--- config.mk ---
export PLATFORM = sky130hd
export DESIGN_NAME = spi_display_receiver
export DESIGN_NICKNAME = d
export VERILOG_FILES = /design/src/rtl/spi_display_receiver.sv
export SDC_FILE = /design/constraint.sdc
export NUM_CORES = 1
export LEC_CHECK = 0
export ABC_AREA = 1
export CAP_MARGIN = 10
export CORE_ASPECT_RATIO = 1.2
export CORE_MARGIN = 4
export CORE_UTILIZATION = 25
export DETAILED_ROUTE_END_ITERATION = 6
export MAX_ROUTING_LAYER = met4
export PLACE_DENSITY = 0.42
export SLEW_MARGIN = 30
export SYNTH_ARGS = -nofsm -noshare
export SYNTH_HDL_FRONTEND = slang
export SYNTH_SLANG_ARGS = --single-unit
--- constraint.sdc ---
create_clock -name clk -period 2.1 [get_ports clk]
set_input_delay 0.21 -clock clk [delete_from_list [all_inputs] [get_ports clk]]
set_output_delay 0.21 -clock clk [all_outputs]
set_load 0.1 [all_outputs]
--- src/rtl/spi_display_receiver.sv ---
// SPI display receiver: synchronizes an external SPI write stream into clk,
// assembles {dc, byte} words and buffers them in a small FIFO.
module spi_display_receiver #(
    parameter int FIFO_DEPTH   = 4,
    parameter int MIN_SCLK_DIV = 4
) (
    input  logic                          clk,
    input  logic                          reset,
    input  logic                          sclk,
    input  logic                          mosi,
    input  logic                          cs,
    input  logic                          dc,
    output logic [8:0]                    outData,
    output logic                          outValid,
    input  logic                          outReady,
    output logic [$clog2(FIFO_DEPTH):0]   level,
    output logic                          overflow,
    output logic                          frameErr
);

    localparam int AW = $clog2(FIFO_DEPTH);
    localparam logic [0:0] IDLE  = 1'b0;
    localparam logic [0:0] SHIFT = 1'b1;

    if (FIFO_DEPTH < 2 || (1 << AW) != FIFO_DEPTH || MIN_SCLK_DIV < 2) begin : gBadParam
        $error("spi_display_receiver: unsupported FIFO_DEPTH or MIN_SCLK_DIV");
    end

    logic [2:0] sclkSync;
    logic [1:0] mosiSync;
    logic [1:0] csSync;
    logic [1:0] dcSync;

    always_ff @(posedge clk or posedge reset) begin
        if (reset) begin
            sclkSync <= '0;
            mosiSync <= '0;
            csSync   <= '1;
            dcSync   <= '0;
        end else begin
            sclkSync <= {sclkSync[1:0], sclk};
            mosiSync <= {mosiSync[0], mosi};
            csSync   <= {csSync[0], cs};
            dcSync   <= {dcSync[0], dc};
        end
    end

    logic sclkRise;
    logic mosiS;
    logic csS;
    logic dcS;

    assign sclkRise = sclkSync[1] & ~sclkSync[2];
    assign mosiS    = mosiSync[1];
    assign csS      = csSync[1];
    assign dcS      = dcSync[1];

    logic [0:0] state;
    logic [2:0] bitCnt;
    logic [7:0] shiftReg;
    logic       wrReq;
    logic [8:0] wrData;

    // State mirrors synchronized cs one cycle late, so state/csS disagreeing marks a cs edge.
    always_ff @(posedge clk or posedge reset) begin
        if (reset) begin
            state    <= IDLE;
            bitCnt   <= '0;
            shiftReg <= '0;
            wrReq    <= 1'b0;
            wrData   <= '0;
            frameErr <= 1'b0;
        end else begin
            wrReq <= 1'b0;
            state <= csS ? IDLE : SHIFT;
            if (state == IDLE && !csS) begin
                bitCnt   <= '0;
                shiftReg <= '0;
            end else if (state == SHIFT && csS) begin
                if (bitCnt != 3'd0) begin
                    bitCnt   <= '0;
                    frameErr <= 1'b1;
                end
            end else if (state == SHIFT && sclkRise) begin
                shiftReg <= {shiftReg[6:0], mosiS};
                bitCnt   <= bitCnt + 3'd1;
                if (bitCnt == 3'd7) begin
                    wrReq  <= 1'b1;
                    wrData <= {dcS, shiftReg[6:0], mosiS};
                end
            end
        end
    end

    logic [8:0]    mem [FIFO_DEPTH];
    logic [AW-1:0] wrPtr;
    logic [AW-1:0] rdPtr;
    logic [AW:0]   count;
    logic          full;
    logic          doRead;
    logic          doWrite;

    assign full     = (count == (AW+1)'(FIFO_DEPTH));
    assign outValid = (count != '0);
    assign doRead   = outValid & outReady;
    assign doWrite  = wrReq & (~full | doRead);
    assign level    = count;
    assign outData  = outValid ? mem[rdPtr] : '0;

    always_ff @(posedge clk) begin
        if (doWrite) begin
            mem[wrPtr] <= wrData;
        end
    end

    always_ff @(posedge clk or posedge reset) begin
        if (reset) begin
            wrPtr    <= '0;
            rdPtr    <= '0;
            count    <= '0;
            overflow <= 1'b0;
        end else begin
            if (doWrite) begin
                wrPtr <= wrPtr + 1'b1;
            end
            if (doRead) begin
                rdPtr <= rdPtr + 1'b1;
            end
            if (wrReq && full && !doRead) begin
                overflow <= 1'b1;
            end
            case ({doWrite, doRead})
                2'b10:   count <= count + 1'b1;
                2'b01:   count <= count - 1'b1;
                default: count <= count;
            endcase
        end
    end

endmodule

==> reports/qor.csv, run 1 <==
stage,metric,value,unit
cts,cts.htree.levels,3,
grt,grt_pass1_vias,1987,
critical_path,crit_required,1.89,ns
layout,multi_input_area,1020,um2
layout,final_common_cell,nor2_1,
sta,slew-limit-headroom,55.3,%
critical_path,path_cells,clkinvlp_4 > o21ai_0 > a21oi_4 > buf_12,
critical_path,worstSetupStartpointType,flop,
yosys,ys_ff_latch,75,
power,p_sw_share,44.8,%
critical_path,cp-end-kind,output pin,
critical_path,critPathSlowestCell,o21ai_0,
place,finalWeightedCongestion,0.742,
yosys,yosys.area.top_type,edfxtp_1,
power,p_total,6.23,mW
sta,drv_slew,0,
routing,totalWireLength,5680,um
yosys,synth_compound_area_share,10.4,%
grt,grt_use_met1,11.6,%
layout,antenna_cells,0,
layout,fin_area,4040,um2
die,std_cell_rows,44,
die,die_area,14400,um2
die,core_area,12200,um2
die,start_util,25.7,%
hold_path,hold_class,input pin to async pin,
yosys,synth_area,3130,um2
critical_path,crit_type,flop to output pin,
layout,drive_above_1_share,26.5,%
place,hpwl,4060,um
yosys,synthCells,270,
place,portBuffers,21,
yosys,synth_top_area_share,34.5,%
die,fp.dieW,110,um
yosys,synthSimpleGateAreaFrac,13.6,%
cts,clk_pin_slew,0.06,ns
cts,worstSkewPairLatency,0.33,ns
sta,finClkSkew,0.00428,ns
flow_run,max_cap_violations,0,
run_status,status,"complete, no violations",
grt,met3_usage,2.80,%
sta,rsz0062_at_grt,false,
routing,drcViolationCount,0,
grt,grt_util_met2,14.2,%
grt,grt_pass1_wl,9940,um
yosys,synth_cell_type_count,28,
power,power_density,1540,nW/um2
sta,setup_viol,0,
power,combPwrFrac,50.0,%
grt,grt_usage,9.38,%
cts,cts-buffers-inserted,9,
yosys,synth-xor-area-share,0.839,%
cts,cts.sinks,75,
critical_path,max_stage_delay,0.44,ns
power,p_clk_share,21.9,%
routing,drtIter0Drc,61,
routing,first_pass_iters,4,
grt,grt-busiest-layer,met2,
die,fp.dieH,131,um
yosys,syn_avg_cell_area,11.6,um2
sta,fmax,516,MHz
sta,post-route-period-util,92.2,%
grt,antenna_found_initial,0,
power,intPower,3.44,mW
sta,fin_crit,1.94,ns
yosys,ys_seq_area_share,65.8,%
critical_path,cp_max_fo,19,
critical_path,crit_buf_inv,2,
critical_path,arrival,1.73,ns
yosys,synth_mux_area_share,0,%
grt,grt_max_degree,20,
cts,cts_tree,built,
layout,nets,322,
power,p_leak,1.63,nW
yosys,synthAdderAreaFrac,4.23,%
grt,grt-ovfl-total,0,
sta,final.setup.tns,0,ns
yosys,syn-num-nets,287,
layout,syn_to_final_growth,28.9,%
cts,cts-root-buf,clkbuf_16,
cts,clockBufferDepth,2,
power,p_seq_share,28.2,%
sta,hold_viol_final,0,
layout,final_cell_mix,"45 x nor2_1, 36 x edfxtp_1, 34 x dfrtp_1",
layout,nFillCells,1231,
routing,detail-route-antenna-nets,0,
power,p_switching,2.79,mW
sta,worst_slew_pin_slew,0.666,ns
yosys,synth_top_family_by_area,simple AND/OR/NAND/NOR gates,
place,post_dp_cell_area,3770,um2
yosys,netlist_top_cells_area,"edfxtp_1 35%, dfrtp_1 30%, nor2_1 5.4%, o21ai_2 4.8%, ha_1 3.6%",
layout,regArea,2070,um2
routing,wire_per_inst,12.1,um
die,io_pins,22,
routing,via_per_inst,3.98,
critical_path,cpLargestDelayFamily,compound AO/OA/AOI/OAI gates,
routing,vias,1875,
power,ir_worst_vdd,1.06,mV
yosys,yosys_warnings,0,
-- power groups by stage --
| stage | Combinational, mW | Clock [mW] | Sequential [mW] |
|---|---|---|---|
| 5_1_grt | 3.31 | 1.49 | 1.77 |
| 2_1_floorplan | 2.05 | 0 | 1.98 |
| 3_3_place_gp | 3.15 | 0 | 1.78 |
| 6_report | 3.11 | 1.36 | 1.76 |
| 4_1_cts | 3.17 | 1.42 | 1.75 |
| 3_5_place_dp | 3.16 | 0 | 1.78 |
-- through the flow --
stage / std cells / hold WS, ns / worst slack, ns / util [%]
6_report: 471 / 0.207 / 0.163 / 33.2
5_1_grt: 471 / 0.257 / 0.0000866 / 33.2
4_1_cts: 471 / 0.218 / 0.0105 / 33.2
3_5_place_dp: 455 / 0.336 / 0.250 / 31.0
3_3_place_gp: 455 / 0.331 / 0.291 / 31.0
2_1_floorplan: 270 / 0.214 / 0.0833 / -
-- cell families after synthesis --
logic type,after synthesis
adders and majority gates,10
AOI/OAI and AO/OA,52
and+or+nand+nor,91
buffers and inverters,39
xor gates and xnor gates,3
DFF,75
-- final cells by class --
class	instances	share of cell area, %
multi-input combinational	156	25.3
sequential	75	51.3
clock inverter	5	0.744
inverter	34	3.38
timing repair buffer	29	8.55
clock buffer	11	5.76
tap	161	4.99
-- cell usage after synthesis --
| cell type | instances |
|---|---|
| buf_6 | 1 |
| nor2_4 | 1 |
| clkbuf_1 | 2 |
| o21ai_1 | 1 |
| nand3_1 | 7 |
| nand3_4 | 2 |
| a21oi_1 | 12 |
| o21ai_2 | 17 |
| ha_1 | 9 |
| xor2_1 | 3 |
| nand2_2 | 2 |
| buf_4 | 2 |
| nand2_4 | 3 |
| nand4_1 | 2 |
| o21bai_1 | 1 |
| or2_2 | 1 |
| and3_1 | 1 |
| inv_2 | 2 |
| clkinv_1 | 2 |
| dfstp_2 | 2 |
| nand2_1 | 26 |
| inv_1 | 30 |
| o21ai_0 | 21 |
| nor2_1 | 45 |
| nor2_2 | 1 |
| fa_1 | 1 |
| edfxtp_1 | 36 |
| dfrtp_1 | 37 |
-- path summary, 6_finish.rpt --
path	depth (start not counted)	slack, ns	start	endpoint
hold reg to reg	0	0.35	mosiSync[0]	mosiSync[1]
hold / removal	2	0.21	reset	wrReq
min in group clk	1	0.29	cs	csSync[0]
setup / recovery	4	0.16	rdPtr[0]	outData[3]
max in group asynchronous	3	1.30	reset	csSync[0]
setup reg to reg	7	0.41	level[0]	level[1]
-- worst register-to-register path, stage by stage (launching register included) --
cell	delay (ns)
dfrtp_4	0.50
nor2_2	0.27
nand2_8	0.11
nand3_1	0.15
fa_1	0.43
inv_1	0.06
nand2_1	0.04
o21ai_1	0.06
-- per-layer routing --
| metal | vias to the layer above | wire length [um] |
|---|---|---|
| met3 | 4 | 142 |
| met2 | 19 | 2820 |
| met1 | 891 | 2660 |
| li1 | 961 | - |
| met5 | - | 0 |
| met4 | 0 | 56 |
-- state kept, by name, indices dropped and copies added (netlist names), 3 cells and up --
name,count
level,3
bitCnt,3
shiftReg,7
wrData,9
mem,36
sclkSync,3
-- timing repair --
action                     CTS  global route
gates resized for setup      0             1
setup endpoints to repair    0             9
hold buffers                 0             0
setup buffers                0             0
Power figures use the tool's default switching activity.
==> inputs of run 2 (changes only) <==
--- a/config.mk
+++ b/config.mk
@@ -12,7 +12,7 @@
 export CORE_UTILIZATION = 25
 export DETAILED_ROUTE_END_ITERATION = 6
 export MAX_ROUTING_LAYER = met4
-export PLACE_DENSITY = 0.42
+export PLACE_DENSITY = 0.43
 export SLEW_MARGIN = 30
 export SYNTH_ARGS = -nofsm -noshare
 export SYNTH_HDL_FRONTEND = slang
==> constraint.sdc (replaced) <==
create_clock -name clk -period 1.7 [get_ports clk]
set_input_delay 0.17 -clock clk [delete_from_list [all_inputs] [get_ports clk]]
set_output_delay 0.17 -clock clk [all_outputs]
set_load 0.1 [all_outputs]
==> run 2 against run 1 <==
First-iteration DRC count is 18% higher. Critical endpoint unchanged. Critical path type unchanged. Clock skew is 0.0021 ns higher. The flow now finishes with violations (setup timing). Sequential cell count stayed put. Clock power is 48% higher.
==> reports/qor.csv, run 2 (synthesized netlist as in run 1, its figures left out) <==
stage,metric,value,unit,change
run_status,status,finished with violations,,"was complete, no violations"
run_status,failed_checks,setup timing,,
power,p_switching,3.65,mW,was 2.79 mW
critical_path,arrival,1.59,ns,was 1.73 ns
grt,grt-ovfl-total,0,,unchanged
routing,wire_per_inst,12.0,um,was 12.1 um
layout,top_register,mem,,unchanged
layout,largest_reg_flops,36,,unchanged
die,fp.dieW,110,um,unchanged
sta,finClkSkew,0.00640,ns,was 0.00428 ns
critical_path,crit_required,1.53,ns,was 1.89 ns
cts,cts-root-buf,clkbuf_16,,unchanged
critical_path,path_cells,buf_6 > buf_12 > nor2_1 > nor2_1 > o21ai_2 > a21oi_4 > buf_12,,was clkinvlp_4 > o21ai_0 > a21oi_4 > buf_12
die,std_cell_rows,44,,unchanged
critical_path,worstSetupStartpointType,flop,,unchanged
sta,rsz0062_at_grt,true,,was false
cts,cts-buffers-inserted,9,,unchanged
cts,clockBufferDepth,2,,unchanged
place,portBuffers,21,,unchanged
routing,drcViolationCount,0,,unchanged
sta,drv_slew,0,,unchanged
layout,multi_input_area,1070,um2,was 1020 um2
critical_path,cp-end-kind,output pin,,unchanged
power,ir_worst_vdd,1.45,mV,was 1.06 mV
grt,grt_util_met2,15.4,%,was 14.2%
cts,cts.htree.levels,3,,unchanged
routing,drtIter0Drc,72,,was 61
sta,worst_slew_pin_slew,0.428,ns,was 0.666 ns
critical_path,crit_type,flop to output pin,,unchanged
place,hpwl,4080,um,was 4060 um
power,p_clk_share,23.2,%,was 21.9%
layout,drive_above_1_share,33.5,%,was 26.5%
grt,grt_usage,9.63,%,was 9.38%
sta,post-route-period-util,103,%,
routing,via_per_inst,4.07,,was 3.98
grt,met3_usage,2.51,%,was 2.80%
flow_run,max_cap_violations,0,,unchanged
die,io_pins,22,,unchanged
routing,detail-route-antenna-nets,0,,unchanged
routing,vias,1967,,was 1875
cts,clk_pin_slew,0.06,ns,about the same
layout,syn_to_final_growth,39.6,%,was 28.9%
die,start_util,25.7,%,unchanged
layout,reg_top3,"mem (36), wrData (9), shiftReg (7)",,unchanged
critical_path,cp_max_fo,8,,was 19
critical_path,critPathSlowestCell,dfrtp_2,,was o21ai_0
power,p_sw_share,42.3,%,was 44.8%
grt,antenna_found_initial,0,,unchanged
die,fp.dieH,131,um,unchanged
layout,fin_area,4370,um2,was 4040 um2
cts,postCtsHoldBufs,0,,unchanged
place,finalWeightedCongestion,0.760,,was 0.742
critical_path,r2r_cells,7,,unchanged
grt,grt_use_met1,11.0,%,was 11.6%
cts,worstSkewPairLatency,0.33,ns,about the same
layout,regArea,2070,um2,about the same
power,p_seq_share,25.5,%,was 28.2%
layout,final_common_cell,nor2_1,,unchanged
place,post_dp_cell_area,3940,um2,was 3770 um2
sta,setup_viol,5,,was 0
cts,cts.sinks,75,,unchanged
die,die_area,14400,um2,unchanged
power,intPower,4.98,mW,was 3.44 mW
sta,final.setup.tns,-0.179,ns,was 0 ns
cts,cts_tree,built,,unchanged
layout,final_cell_mix,"42 x nor2_1, 36 x edfxtp_1, 33 x dfrtp_1",,"was 45 x nor2_1, 36 x edfxtp_1, 34 x dfrtp_1"
sta,final.setup.worst_slack,-0.0565,ns,was 0.163 ns
grt,grt_max_degree,30,,was 20
grt,grt_pass1_vias,2082,,was 1987
hold_path,hold_class,input pin to async pin,,unchanged
power,power_density,1970,nW/um2,was 1540 nW/um2
routing,totalWireLength,5820,um,was 5680 um
layout,nFillCells,1170,,was 1231
sta,slew-limit-headroom,71.3,%,was 55.3%
power,combPwrFrac,51.3,%,was 50.0%
power,p_leak,1.78,nW,was 1.63 nW
routing,first_pass_iters,4,,unchanged
grt,grt-busiest-layer,met2,,unchanged
sta,fin_crit,1.76,ns,
layout,nets,334,,was 322
grt,grt_pass1_wl,10200,um,was 9940 um
sta,fmax,569,MHz,
sta,hold_viol_final,0,,unchanged
layout,final_util,35.9,%,was 33.2%
sta,whs,0.102,ns,was 0.207 ns
die,core_area,12200,um2,unchanged
layout,antenna_cells,0,,unchanged
critical_path,max_stage_delay,0.41,ns,was 0.44 ns
## run 2: cell types whose count changed in the layout (fill, tap and decap cells not counted), moves of 2 or more
cell / delta
o21ai_0: -18
o21ai_1: +12
bufinv_16: +2
buf_12: +10
clkinv_2: -2
clkinvlp_4: -2
nor2_2: +2
o21ai_2: +6
nor2_1: -3
## run 2: metrics by stage
step	total power [mW]	setup slack, ns	instances
2_1_floorplan	5.03	-0.127	270
3_3_place_gp	6.38	0.0722	460
3_5_place_dp	6.38	0.0435	460
4_1_cts	8.64	-0.0797	480
5_1_grt	9.06	-0.133	483
6_report	8.63	-0.0565	483
## run 2: area by class of cell
| type | instances | area share (%) |
|---|---|---|
| flip-flops and latches | 75 | 47.4 |
| repair inverters | 1 | 0.200 |
| clock buffers | 10 | 5.24 |
| clock inverters | 6 | 2.03 |
| well taps | 161 | 4.61 |
| multi-input cells | 156 | 24.5 |
| repair buffers | 40 | 12.7 |
| inverters | 34 | 3.29 |
## run 2: power groups by stage
stage | clock, mW | combinational [mW] | sequential [mW]
after floorplan | 0 | 2.57 | 2.46
after detailed placement | 0 | 4.14 | 2.23
after global routing | 2.15 | 4.69 | 2.22
final | 2.01 | 4.43 | 2.20
after CTS | 2.06 | 4.37 | 2.21
after global placement | 0 | 4.15 | 2.23
## run 2: path summary, 6_finish.rpt
path / start / to / slack, ns
worst max-delay path: rdPtr[0] / outData[3] / -0.06
worst min register to register: dcSync[0] / dcSync[1] / 0.35
worst min-delay path: reset / frameErr / 0.10
max in group asynchronous: reset / level[1] / 1.14
worst max register to register: level[0] / level[1] / 0.10
min in group clk: cs / csSync[0] / 0.25
## run 2: critical path: cells and delay by family (launching register included)
family,cells,cell delay (ns)
compound gates,2,0.24
simple gates,2,0.16
flops,1,0.41
buf+inv,3,0.45
## run 2: timing repair
action	in CTS	in global routing
setup buffers	3	4
pin swaps	2	2
setup endpoints to repair	9	11
cloned	2	0
resized for setup	23	8
## run 2: routing by layer
layer	vias up	routed length, um
met4	0	137
met1	944	2560
li1	992	-
met5	-	0
met3	10	153
met2	21	2970
==> inputs of run 3 (changes only) <==
--- a/config.mk
+++ b/config.mk
@@ -13,6 +13,7 @@
 export DETAILED_ROUTE_END_ITERATION = 6
 export MAX_ROUTING_LAYER = met4
 export PLACE_DENSITY = 0.43
+export RECOVER_POWER = 50
 export SLEW_MARGIN = 30
 export SYNTH_ARGS = -nofsm -noshare
 export SYNTH_HDL_FRONTEND = slang
==> run 3 against run 2 <==
Critical path type unchanged. Cell count is the same. Utilization shrank 0.12 points. Wire length is essentially flat. The flow still finishes with violations (setup timing). Largest power group unchanged. Global-route usage is the same. Design area shrank 0.34%. First-iteration DRC count grew 5.6%.
==> reports/qor.csv, run 3 (synthesized netlist as in run 1, its figures left out) <==
stage,metric,value,unit,change
die,fp.dieH,131,um,unchanged
routing,drcViolationCount,0,,unchanged
sta,fin_crit,1.76,ns,unchanged
critical_path,worstSetupStartpointType,flop,,unchanged
layout,final_cell_mix,"42 x nor2_1, 36 x edfxtp_1, 33 x dfrtp_1",,unchanged
die,start_util,25.7,%,unchanged
layout,drive_above_1_share,33.5,%,unchanged
critical_path,crit_required,1.53,ns,about the same
layout,fin_cells,483,,unchanged
die,fp.dieW,110,um,unchanged
layout,syn_to_final_growth,39.1,%,was 39.6%
sta,worst_slew_pin_slew,0.731,ns,was 0.428 ns
routing,wire_per_inst,12.0,um,about the same
grt,grt_pass1_vias,2082,,unchanged
routing,first_pass_iters,4,,unchanged
grt,grt_usage,9.63,%,unchanged
die,core_area,12200,um2,unchanged
place,post_dp_cell_area,3940,um2,unchanged
cts,postCtsHoldBufs,0,,unchanged
place,dp.cells,460,,unchanged
sta,post-route-period-util,103,%,unchanged
critical_path,cpLargestDelayFamily,buffers and inverters,,unchanged
power,p_leak,1.77,nW,was 1.78 nW
layout,final_common_cell,nor2_1,,unchanged
sta,hold_viol_final,0,,unchanged
cts,clockBufferDepth,2,,unchanged
critical_path,crit_buf_inv,3,,unchanged
run_status,failed_checks,setup timing,,unchanged
die,die_area,14400,um2,unchanged
routing,detail-route-antenna-nets,0,,unchanged
grt,grt_pass1_wl,10200,um,unchanged
cts,cts.htree.levels,3,,unchanged
routing,drtIter0Drc,76,,was 72
critical_path,arrival,1.59,ns,about the same
sta,final.setup.tns,-0.179,ns,unchanged
routing,via_per_inst,4.07,,about the same
sta,final.setup.worst_slack,-0.0565,ns,unchanged
sta,finClkSkew,0.00636,ns,was 0.00640 ns
layout,nets,334,,unchanged
place,preCtsSetupSlack,0.0435,ns,unchanged
routing,vias,1968,,was 1967
layout,top_register,mem,,unchanged
hold_path,hold_class,input pin to async pin,,unchanged
sta,rsz0062_at_grt,true,,unchanged
power,p_total,8.62,mW,was 8.63 mW
cts,cts-root-buf,clkbuf_16,,unchanged
flow_run,max_cap_violations,0,,unchanged
sta,whs,0.221,ns,was 0.102 ns
sta,setup_viol,5,,unchanged
place,hpwl,4080,um,unchanged
die,io_pins,22,,unchanged
sta,fmax,569,MHz,unchanged
grt,grt-ovfl-total,0,,unchanged
sta,drv_slew,0,,unchanged
layout,reg_top3,"mem (36), wrData (9), shiftReg (7)",,unchanged
run_status,status,finished with violations,,unchanged
cts,cts_tree,built,,unchanged
power,power_density,1980,nW/um2,was 1970 nW/um2
layout,largest_reg_flops,36,,unchanged
grt,antenna_found_initial,0,,unchanged
place,portBuffers,21,,unchanged
die,std_cell_rows,44,,unchanged
grt,grt_max_degree,30,,unchanged
cts,cts.sinks,75,,unchanged
layout,antenna_cells,0,,unchanged
critical_path,path_cells,buf_6 > buf_12 > nor2_1 > nor2_1 > o21ai_2 > a21oi_4 > buf_12,,unchanged
critical_path,max_stage_delay,0.41,ns,about the same
layout,final_util,35.8,%,was 35.9%
critical_path,crit_type,flop to output pin,,unchanged
sta,slew-limit-headroom,51.2,%,was 71.3%
cts,clk_pin_slew,0.06,ns,about the same
cts,cts-buffers-inserted,9,,unchanged
critical_path,cp_max_fo,8,,unchanged
place,finalWeightedCongestion,0.760,,unchanged
routing,totalWireLength,5820,um,about the same
critical_path,critPathSlowestCell,dfrtp_2,,unchanged
layout,fin_area,4360,um2,was 4370 um2
critical_path,cp-end-kind,output pin,,unchanged
power,ir_worst_vdd,1.45,mV,unchanged
cts,worstSkewPairLatency,0.33,ns,about the same
## run 3: cell types whose count changed in the layout (fill, tap and decap cells not counted), sizes merged
cell           before  now
clkbuf             10   11
clkdlybuf4s50       6    1
buf                34   33
dlygate4sd3         0    5
## run 3: area by class of cell
class                   count  area (um2)
clock buffers              10         229
clock inverters             6        88.8
fillers                  1171        7810
inverters                  34         144
multi-input cells         156        1070
flip-flops and latches     75        2070
well taps                 161         201
repair buffers             40         542
repair inverters            1        8.76
## run 3: layer usage
metal  routed length [um]  track usage, %  vias to the layer above
met5                    0               -                        -
met4                  137            5.29                        0
met3                  153            2.51                       10
met2                 2970            15.4                       21
met1                 2560            11.0                      945
li1                     -               -                      992
## run 3: final timing paths
| check | to | start | cells after the start | slack, ns |
|---|---|---|---|---|
| min reg2reg | dcSync[1] | dcSync[0] | 0 | 0.35 |
| max reg2reg | level[1] | level[0] | 7 | 0.10 |
| max in group asynchronous | level[1] | reset | 3 | 0.43 |
| max | outData[3] | rdPtr[0] | 7 | -0.06 |
| min in group clk | dcSync[1] | dcSync[0] | 0 | 0.35 |
| min | frameErr | reset | 2 | 0.22 |
## run 3: what timing repair did
item | 4_1_cts | 5_1_grt
pin swaps | 2 | 2
endpoints found under the hold margin | 0 | 0
cloned | 2 | 0
gates resized for setup | 23 | 8
buffers inserted | 3 | 4
endpoints found under the setup margin | 9 | 11
## run 3: power by group
part	total, mW	internal [mW]	switching, mW
registers	2.20	2.06	0.136
logic	4.42	1.62	2.80
clock network	2.01	1.29	0.720
## run 3: worst reg2reg max path: stages (launching register included)
cell and delay [ns]:
dfrtp_4 0.50, nor2_4 0.19, nand2_8 0.11, nand3_4 0.11, fa_2 0.43, inv_1 0.07, nand2_1 0.06, o21ai_1 0.07
